$ cat config.mk
export PLATFORM = sky130hd
export DESIGN_NAME = uart_word_loader
export DESIGN_NICKNAME = d
export VERILOG_FILES = /design/src/rtl/uart_word_pkg.sv /design/src/rtl/idle_timer.sv /design/src/rtl/uart_word_loader.sv
export SDC_FILE = /design/constraint.sdc
export NUM_CORES = 1
export LEC_CHECK = 0
export BUFFER_PORTS_ARGS = -buffer_cell sky130_fd_sc_hd__buf_2
export CAP_MARGIN = 15
export CORE_UTILIZATION = 48
export DETAILED_ROUTE_END_ITERATION = 8
export HOLD_SLACK_MARGIN = 0.12
export PLACE_DENSITY = 0.67
export RECOVER_POWER = 50
export SLEW_MARGIN = 20
export SYNTH_ARGS = -nofsm -noshare
export SYNTH_HDL_FRONTEND = slang
export SYNTH_SLANG_ARGS = --single-unit
$ cat constraint.sdc
create_clock -name clk -period 2.8 [get_ports clk]
set_clock_uncertainty 0.2 [all_clocks]
set_input_delay 0.42 -clock clk [delete_from_list [all_inputs] [get_ports clk]]
set_output_delay 0.42 -clock clk [all_outputs]
set_load 0.01 [all_outputs]
$ cat src/rtl/uart_word_pkg.sv
// Shared types for the UART word loader: FSM state encoding and status codes.
package uart_word_pkg;

  typedef enum logic [1:0] {
    S_IDLE    = 2'd0,
    S_COLLECT = 2'd1,
    S_DONE    = 2'd2
  } state_t;

  typedef logic [1:0] status_t;

  localparam status_t ST_OK    = 2'b00;
  localparam status_t ST_RXERR = 2'b01;
  localparam status_t ST_TMO   = 2'b10;
  localparam status_t ST_OVF   = 2'b11;

endpackage

$ cat src/rtl/idle_timer.sv
// Inter-byte idle timer: a down-counter reloaded by clr, decremented while en,
// flagging expiry at terminal count (TIMEOUT-1 idle clocks after the reload).
module idle_timer #(
  parameter int TIMEOUT = 25000
) (
  input  logic clk,
  input  logic rst_n,
  input  logic clr,
  input  logic en,
  output logic expired
);

  localparam int CW = $clog2(TIMEOUT);
  localparam logic [CW-1:0] LOAD = CW'(TIMEOUT - 1);

  logic [CW-1:0] cnt;

  // Reload on clear, otherwise count down to zero and hold there.
  always_ff @(posedge clk or negedge rst_n) begin
    if (!rst_n) begin
      cnt <= LOAD;
    end else if (clr) begin
      cnt <= LOAD;
    end else if (en && (cnt != '0)) begin
      cnt <= cnt - CW'(1);
    end
  end

  assign expired = en && (cnt == '0);

endmodule

$ cat src/rtl/uart_word_loader.sv
// Assembles UART receive bytes into N-bit words and writes a frame of WORDS
// words into RAM starting at a base address sampled on the frame's first byte.
//
// state     | meaning
// ----------+--------------------------------------------------------------
// S_IDLE    | waiting for the first byte of a frame
// S_COLLECT | shifting bytes in, writing each completed word
// S_DONE    | frame written, frame_valid held until frame_ack
module uart_word_loader
  import uart_word_pkg::*;
#(
  parameter int N         = 256,
  parameter int ABITS     = 8,
  parameter int WORDS     = 4,
  parameter int MSB_FIRST = 1,
  parameter int TIMEOUT   = 25000
) (
  input  logic             clk,
  input  logic             rst_n,
  input  logic             rx_valid,
  input  logic [7:0]       rx_byte,
  input  logic             rx_error,
  input  logic [ABITS-1:0] base_addr,
  output logic [ABITS-1:0] wr_addr,
  output logic [N-1:0]     wr_data,
  output logic             wr_en,
  output logic             frame_valid,
  output logic [ABITS-1:0] frame_base,
  input  logic             frame_ack,
  output logic             abort,
  output logic [1:0]       status,
  output logic             busy
);

  localparam int BYTES = N / 8;
  localparam int BCW   = $clog2(BYTES);
  localparam int WIW   = ABITS + 1;  // must hold WORDS itself, up to 2^ABITS
  localparam logic [BCW-1:0] LAST_BYTE = BCW'(BYTES - 1);
  localparam logic [WIW-1:0] WORDS_W   = WIW'(WORDS);

  state_t           state, state_nx;
  logic [N-1:0]     sh, sh_nx, sh_in;
  logic [BCW-1:0]   byte_cnt, byte_cnt_nx;
  logic [WIW-1:0]   word_idx, word_idx_nx;
  logic [ABITS-1:0] wr_addr_nx, frame_base_nx;
  logic [N-1:0]     wr_data_nx;
  logic             wr_en_nx, abort_nx;
  status_t          status_nx;
  logic             full, tmr_clr, tmr_en, tmr_exp;

  generate
    if (MSB_FIRST != 0) begin : g_msb
      assign sh_in = {sh[N-9:0], rx_byte};
    end else begin : g_lsb
      assign sh_in = {rx_byte, sh[N-1:8]};
    end
  endgenerate

  // Last write of the frame has been issued; move to DONE on the next edge.
  assign full = (word_idx == WORDS_W);

  assign tmr_en  = (state == S_COLLECT);
  assign tmr_clr = (state != S_COLLECT) || (rx_valid && !rx_error);

  idle_timer #(.TIMEOUT(TIMEOUT)) u_idle_timer (
    .clk     (clk),
    .rst_n   (rst_n),
    .clr     (tmr_clr),
    .en      (tmr_en),
    .expired (tmr_exp)
  );

  // Next-state and next-output decode; error beats byte, byte beats timeout.
  always_comb begin
    state_nx      = state;
    sh_nx         = sh;
    byte_cnt_nx   = byte_cnt;
    word_idx_nx   = word_idx;
    wr_en_nx      = 1'b0;
    wr_addr_nx    = wr_addr;
    wr_data_nx    = wr_data;
    frame_base_nx = frame_base;
    abort_nx      = 1'b0;
    status_nx     = status_t'(status);

    case (state)
      S_IDLE: begin
        if (rx_valid && !rx_error) begin
          state_nx      = S_COLLECT;
          frame_base_nx = base_addr;
          status_nx     = ST_OK;
          sh_nx         = sh_in;
          byte_cnt_nx   = BCW'(1);
          word_idx_nx   = '0;
        end
      end

      S_COLLECT: begin
        if (full) begin
          state_nx = S_DONE;
          if (rx_valid) begin
            status_nx = ST_OVF;
          end
        end else if (rx_error) begin
          state_nx    = S_IDLE;
          abort_nx    = 1'b1;
          status_nx   = ST_RXERR;
          byte_cnt_nx = '0;
          word_idx_nx = '0;
        end else if (rx_valid) begin
          sh_nx = sh_in;
          if (byte_cnt == LAST_BYTE) begin
            wr_data_nx  = sh_in;
            wr_addr_nx  = frame_base + word_idx[ABITS-1:0];
            wr_en_nx    = 1'b1;
            byte_cnt_nx = '0;
            word_idx_nx = word_idx + WIW'(1);
          end else begin
            byte_cnt_nx = byte_cnt + BCW'(1);
          end
        end else if (tmr_exp) begin
          state_nx    = S_IDLE;
          abort_nx    = 1'b1;
          status_nx   = ST_TMO;
          byte_cnt_nx = '0;
          word_idx_nx = '0;
        end
      end

      S_DONE: begin
        if (rx_valid) begin
          status_nx = ST_OVF;
        end
        if (frame_ack) begin
          state_nx    = S_IDLE;
          word_idx_nx = '0;
        end
      end

      default: begin
        state_nx = S_IDLE;
      end
    endcase
  end

  // State, datapath and registered outputs.
  always_ff @(posedge clk or negedge rst_n) begin
    if (!rst_n) begin
      state      <= S_IDLE;
      sh         <= '0;
      byte_cnt   <= '0;
      word_idx   <= '0;
      wr_en      <= 1'b0;
      wr_addr    <= '0;
      wr_data    <= '0;
      frame_base <= '0;
      abort      <= 1'b0;
      status     <= ST_OK;
    end else begin
      state      <= state_nx;
      sh         <= sh_nx;
      byte_cnt   <= byte_cnt_nx;
      word_idx   <= word_idx_nx;
      wr_en      <= wr_en_nx;
      wr_addr    <= wr_addr_nx;
      wr_data    <= wr_data_nx;
      frame_base <= frame_base_nx;
      abort      <= abort_nx;
      status     <= status_nx;
    end
  end

  assign frame_valid = (state == S_DONE);
  assign busy        = (state != S_IDLE);

endmodule
Word-level counts from Yosys, hierarchy flattened

Cells that the tools add are included.

Register bits after elaboration: 555
Word-level logic and storage cells: 96
Output and inout port bits: 278
Input port bits: 21

Reduce and logical (&&, ||, !) cells: 19
Bitwise operators: 2
Add/sub/neg operators: 4
Muxes and demuxes: 46
Equal/unequal tests: 14

Operators with widths:

| cell                                                | count |
|---|---|
| two-way mux 248 bit                                 | 4 |
| one-hot mux 248 bit (2 select lines)                | 1 |
| two-way mux 9 bit                                   | 7 |
| two-way mux 15 bit                                  | 2 |
| two-way mux 5 bit                                   | 6 |
| one-hot mux 9 bit (3 select lines)                  | 1 |
| two-way mux 2 bit                                   | 12 |
| inequality test 4 bit, second input constant        | 4 |
| logical NOT 15 bit                                  | 1 |
| nonzero test 15 bit                                 | 1 |
| subtractor 15 x 1 -> 15 bit, second input constant  | 1 |
| one-hot mux 2 bit (3 select lines)                  | 2 |
| AND reduction 4 bit                                 | 3 |
| two-way mux 1 bit                                   | 10 |
| one-hot mux 5 bit (2 select lines)                  | 1 |
| AND reduction 5 bit                                 | 2 |
| adder 9 x 1 -> 9 bit, second input constant         | 1 |
| equality test 9 x 3 -> 1 bit, second input constant | 1 |
| adder 8 bit                                         | 1 |
| inequality test 2 bit, second input constant        | 4 |
| AND reduction 6 bit                                 | 1 |
| nonzero test 2 bit                                  | 3 |
| adder 5 x 1 -> 5 bit, second input constant         | 1 |
| equality test 5 bit, second input constant          | 1 |
| other kinds (10)                                    | 14 |

Logic depth before layout (Yosys ltp)

Depth after elaboration: 7
Gate-level depth with buffers: 10
Depth with buffers taken out: 8

Modules after synthesis

From an unflattened synthesis, not the netlist that was laid out.

Cell total of the unflattened synthesis: 1919
Area, all modules: 22713.0 um^2

By module, submodules not included:

| module           | cells each | area each (um^2) | times used | seq. area each (um^2) |
|---|---|---|---|---|
| uart_word_loader | 1825       | 21819.7          | 1          | 13513.0 |
| idle_timer       | 94         | 893.4            | 1          | 385.4 |

Worst setup path before layout

No wires, ideal clock.

Path kind: reg-to-reg
Start point: register word_idx[1]
End point: register sh[227]
Slack: 489 ps
Buffers on the path: 2
Data required time: 2473 ps
Library setup time: 127 ps
Stages on the path, launching flop included: 9
Arrival time: 1983 ps
Clock period less this slack: 2311 ps
Cell sequence: dfrtp_1 inv_1 ha_1 and4bb_1 nand3_2 nor3b_2 buf_4 buf_6 mux2_1

Longest elaborated chain between the ends: 3

Ends and longest elaborated chain:

| item                            | RTL line                | source |
|---|---|---|
| start, declared                 | uart_word_loader.sv:44  | `logic [WIW-1:0] word_idx, word_idx_nx;` |
| start signal, assigned          | uart_word_loader.sv:163 | `word_idx <= word_idx_nx;` |
| equality test 9 x 3 -> 1 bit    | uart_word_loader.sv:60  | `assign full = (word_idx == WORDS_W);` |
| inequality test 2 bit (no line) | -                       |  |
| AND reduction 5 bit (no line)   | -                       |  |
| end signal, assigned            | uart_word_loader.sv:161 | `sh <= sh_nx;` |
| end, declared                   | uart_word_loader.sv:42  | `logic [N-1:0] sh, sh_nx, sh_in;` |

Every way passes these cells.
A chain may end at the register's enable or synchronous reset.

Worst setup path in the final report

Start point: register word_idx[1]
End point: register sh[131]

The elaborated chain is that of the path after synthesis.

==> results_dict.tcl <==
set metrics [dict create \
    outcome "complete, no violations" \
    cts_resized 0 \
    seqCellArea_um2 13900 \
    final_cells 2865 \
    grt_max_degree 118 \
    postCtsHoldBufs 19 \
    area.growth.synth_to_final_pct 19.4 \
    slew_headroom_pct 9.25 \
    fin_nets 2263 \
    synth_cell_type_count 55 \
    cts.sinks 555 \
    synth_edf_count 0 \
    reg2reg_depth 8 \
    drt-vias-per-instance 5.01 \
    multi_input_area_um2 7220 \
    antenna_found_initial 0 \
    drive_gt1_share_pct 15.8 \
    slew_viol_final 0 \
    drt_iter0_markers 755 \
    p_per_area_nw_per_um2 762 \
    vias 14363 \
    avgSynthCellArea_um2 11.4 \
    clk_path_buf_depth 3 \
    yosysTopAreaCellShare_pct 63.0 \
    synthTopCellsByArea "dfrtp_1 (63%), nand2_1 (14%), mux2_1 (11%)" \
    async_flop_share_pct 100 \
    dr.pass1.iters 5 \
    hold_slack_ps 147 \
    fill_cells 3734 \
    grt_pass1_vias 14781 \
    stdcell_area_um2 26000 \
    dp_slack_ps 175 \
    vdd_drop_max_v 0.000514 \
    yosysSeqAreaShare_pct 63.9 \
    yosys.area.top_type "dfrtp_1" \
    synth-seq-cells 555 \
    leakagePower_nw 14.1 \
    min_period_ps 2630 \
    post-route-util_pct 58.4 \
    num_rows 77 \
    dp.cells 2742 \
    postCtsSetupRepairBufs 0 \
    cts_tree "built" \
    hold_path_class "in -> async" \
    clk_pin_slew_worst_paths_ps 60 \
    boundaryPins 299 \
    clk_latency_ps 610 \
    setup_viol 0 \
    maxCapViolCount 0 \
    core-area_um2 44400 \
    port_buffers 298 \
    antenna_left 0 \
    place_congestion 0.840 \
    fin_crit_sh_pct 94.0 \
    diodes 0 \
    cts_made_buffers 55 \
    setup_ws_ps 168 \
    die-area_um2 46100 \
    fp.dieW_um 215 \
    fmax_mhz 380 \
    r2r_slack_ps 170 \
    drc 0 \
    start_kind "flip-flop" \
    place_area_um2 24000 \
    path_class "reg -> reg" \
    dp_hpwl_mm 32.7 \
    start_util_pct 48.9 \
    grt_pass1_wl_mm 80.0 \
    cp_max_fo 34 \
    syn_area_um2 21700 \
    die_h_um 215 \
    worstPathArrival_ps 2900 \
    ys_warn_count 0 \
    syn-num-nets 1936 \
    tightest_slew_ps 1360 \
    crit_path_end_kind "flip-flop" \
    cp.required_ps 3060 \
    root_buffer "clkbuf_16" \
    post_drt_wl_per_cell_um 16.9 \
    finalPower_mw 19.8 \
    tns_ps 0 \
    hold_violations 0 \
    syn_inst 1899 \
    routed_wl_mm 48.5 \
    grt_overflow 0 \
    rsz0062_at_grt "false" \
    grt_usage_pct 21.5 \
    ys.flop_type "dfrtp_1" \
    htree_levels 2 \
]
## cell usage in the layout, fill, tap and decap left out, drive strengths merged, types with 3 or more instances in the layout
cell type	count
nand2	807
dfrtp	547
mux2	260
clkbuf	222
buf	200
o21ai	28
nand3	25
dlygate4sd3	19
ha	15
nor2	12
inv	12
clkinv	12
bufinv	9
xor2	8
dfstp	8
a21oi	7
nor3	7
xnor2	6
or3	6
or4	6
or2	5
o31ai	5
nand2b	5
and3	4
a21o	4
nor4	4
a211oi	3
nand3b	3
## power by group
group	total, mW	internal [mW]	switching [mW]
sequential	9.66	8.92	0.740
combinational	2.17	1.10	1.08
clock	7.94	4.82	3.12
## path summary, 6_finish.rpt
path                           endpoint        start
max                             sh[131]  word_idx[1]
min                        wr_data[210]        rst_n
max reg2reg                     sh[131]  word_idx[1]
min reg2reg                wr_data[254]      sh[246]
max in group asynchronous        sh[50]        rst_n
min in group clk               state[1]    frame_ack
## metal layers
layer  global-route usage, %  part of all wire, %  vias up
met5                       0                    0        -
met4                    5.07                  1.6        0
met3                    5.22                  5.4       57
met2                    34.8                   48      276
met1                    29.4                   45     7207
li1                        -                    -     6823
## area by class of cell
class                           instances  share of cell area (%)
Sequential cell                       555                    53.6
Multi-Input combinational cell       1243                    27.8
Timing Repair Buffer                  361                    7.89
Clock buffer                           80                    6.17
Tap cell                              592                    2.85
Clock inverter                         24                    1.54
Inverter                               10                   0.174
## flip-flops by register name, summed over array words and instances (netlist names)
register / flops
word_idx: 9
u_idle_timer.cnt: 15
status: 2
wr_addr: 8
state: 2
sh: 248
frame_base: 8
byte_cnt: 5
wr_en: 1
abort: 1
wr_data: 256
## worst max-delay path, stage by stage (launching register included)
cell      delay, ps
dfrtp_1         480
inv_1            70
ha_1            170
and4bb_1        220
nand3_2         150
nor3b_4         330
buf_12          250
buf_12          240
mux2_1          370
## cell families (layout without fill, tap and decap cells)
logic type	Yosys count	in the layout	synth area share, %
XOR/XNOR	14	14	0.564
buffers and inverters	101	475	2.91
AND/OR/NAND/NOR	894	894	16.4
adder cells (fa/ha/maj)	16	16	0.955
flip-flops	555	555	63.9
AO/OA/AOI/OAI	57	57	1.70
multiplexers	262	262	13.6
## cells in the mapped netlist, drive strengths merged (2+ instances only)
cell type / count
ha: 15
buf: 81
nand2b: 5
or3: 6
clkbuf: 10
xor2: 8
mux2: 260
mux2i: 2
and3: 4
a21o: 4
a211oi: 3
o211ai: 2
o31ai: 5
or2: 5
nand2: 807
inv: 10
o21ai: 28
dfrtp: 547
or4: 6
nor4: 4
nor2: 12
dfstp: 8
a21oi: 7
xnor2: 6
and2: 2
nor3: 7
nand3b: 3
nand4: 2
nand3: 25
Note: power is estimated with default switching activity, not from simulation.
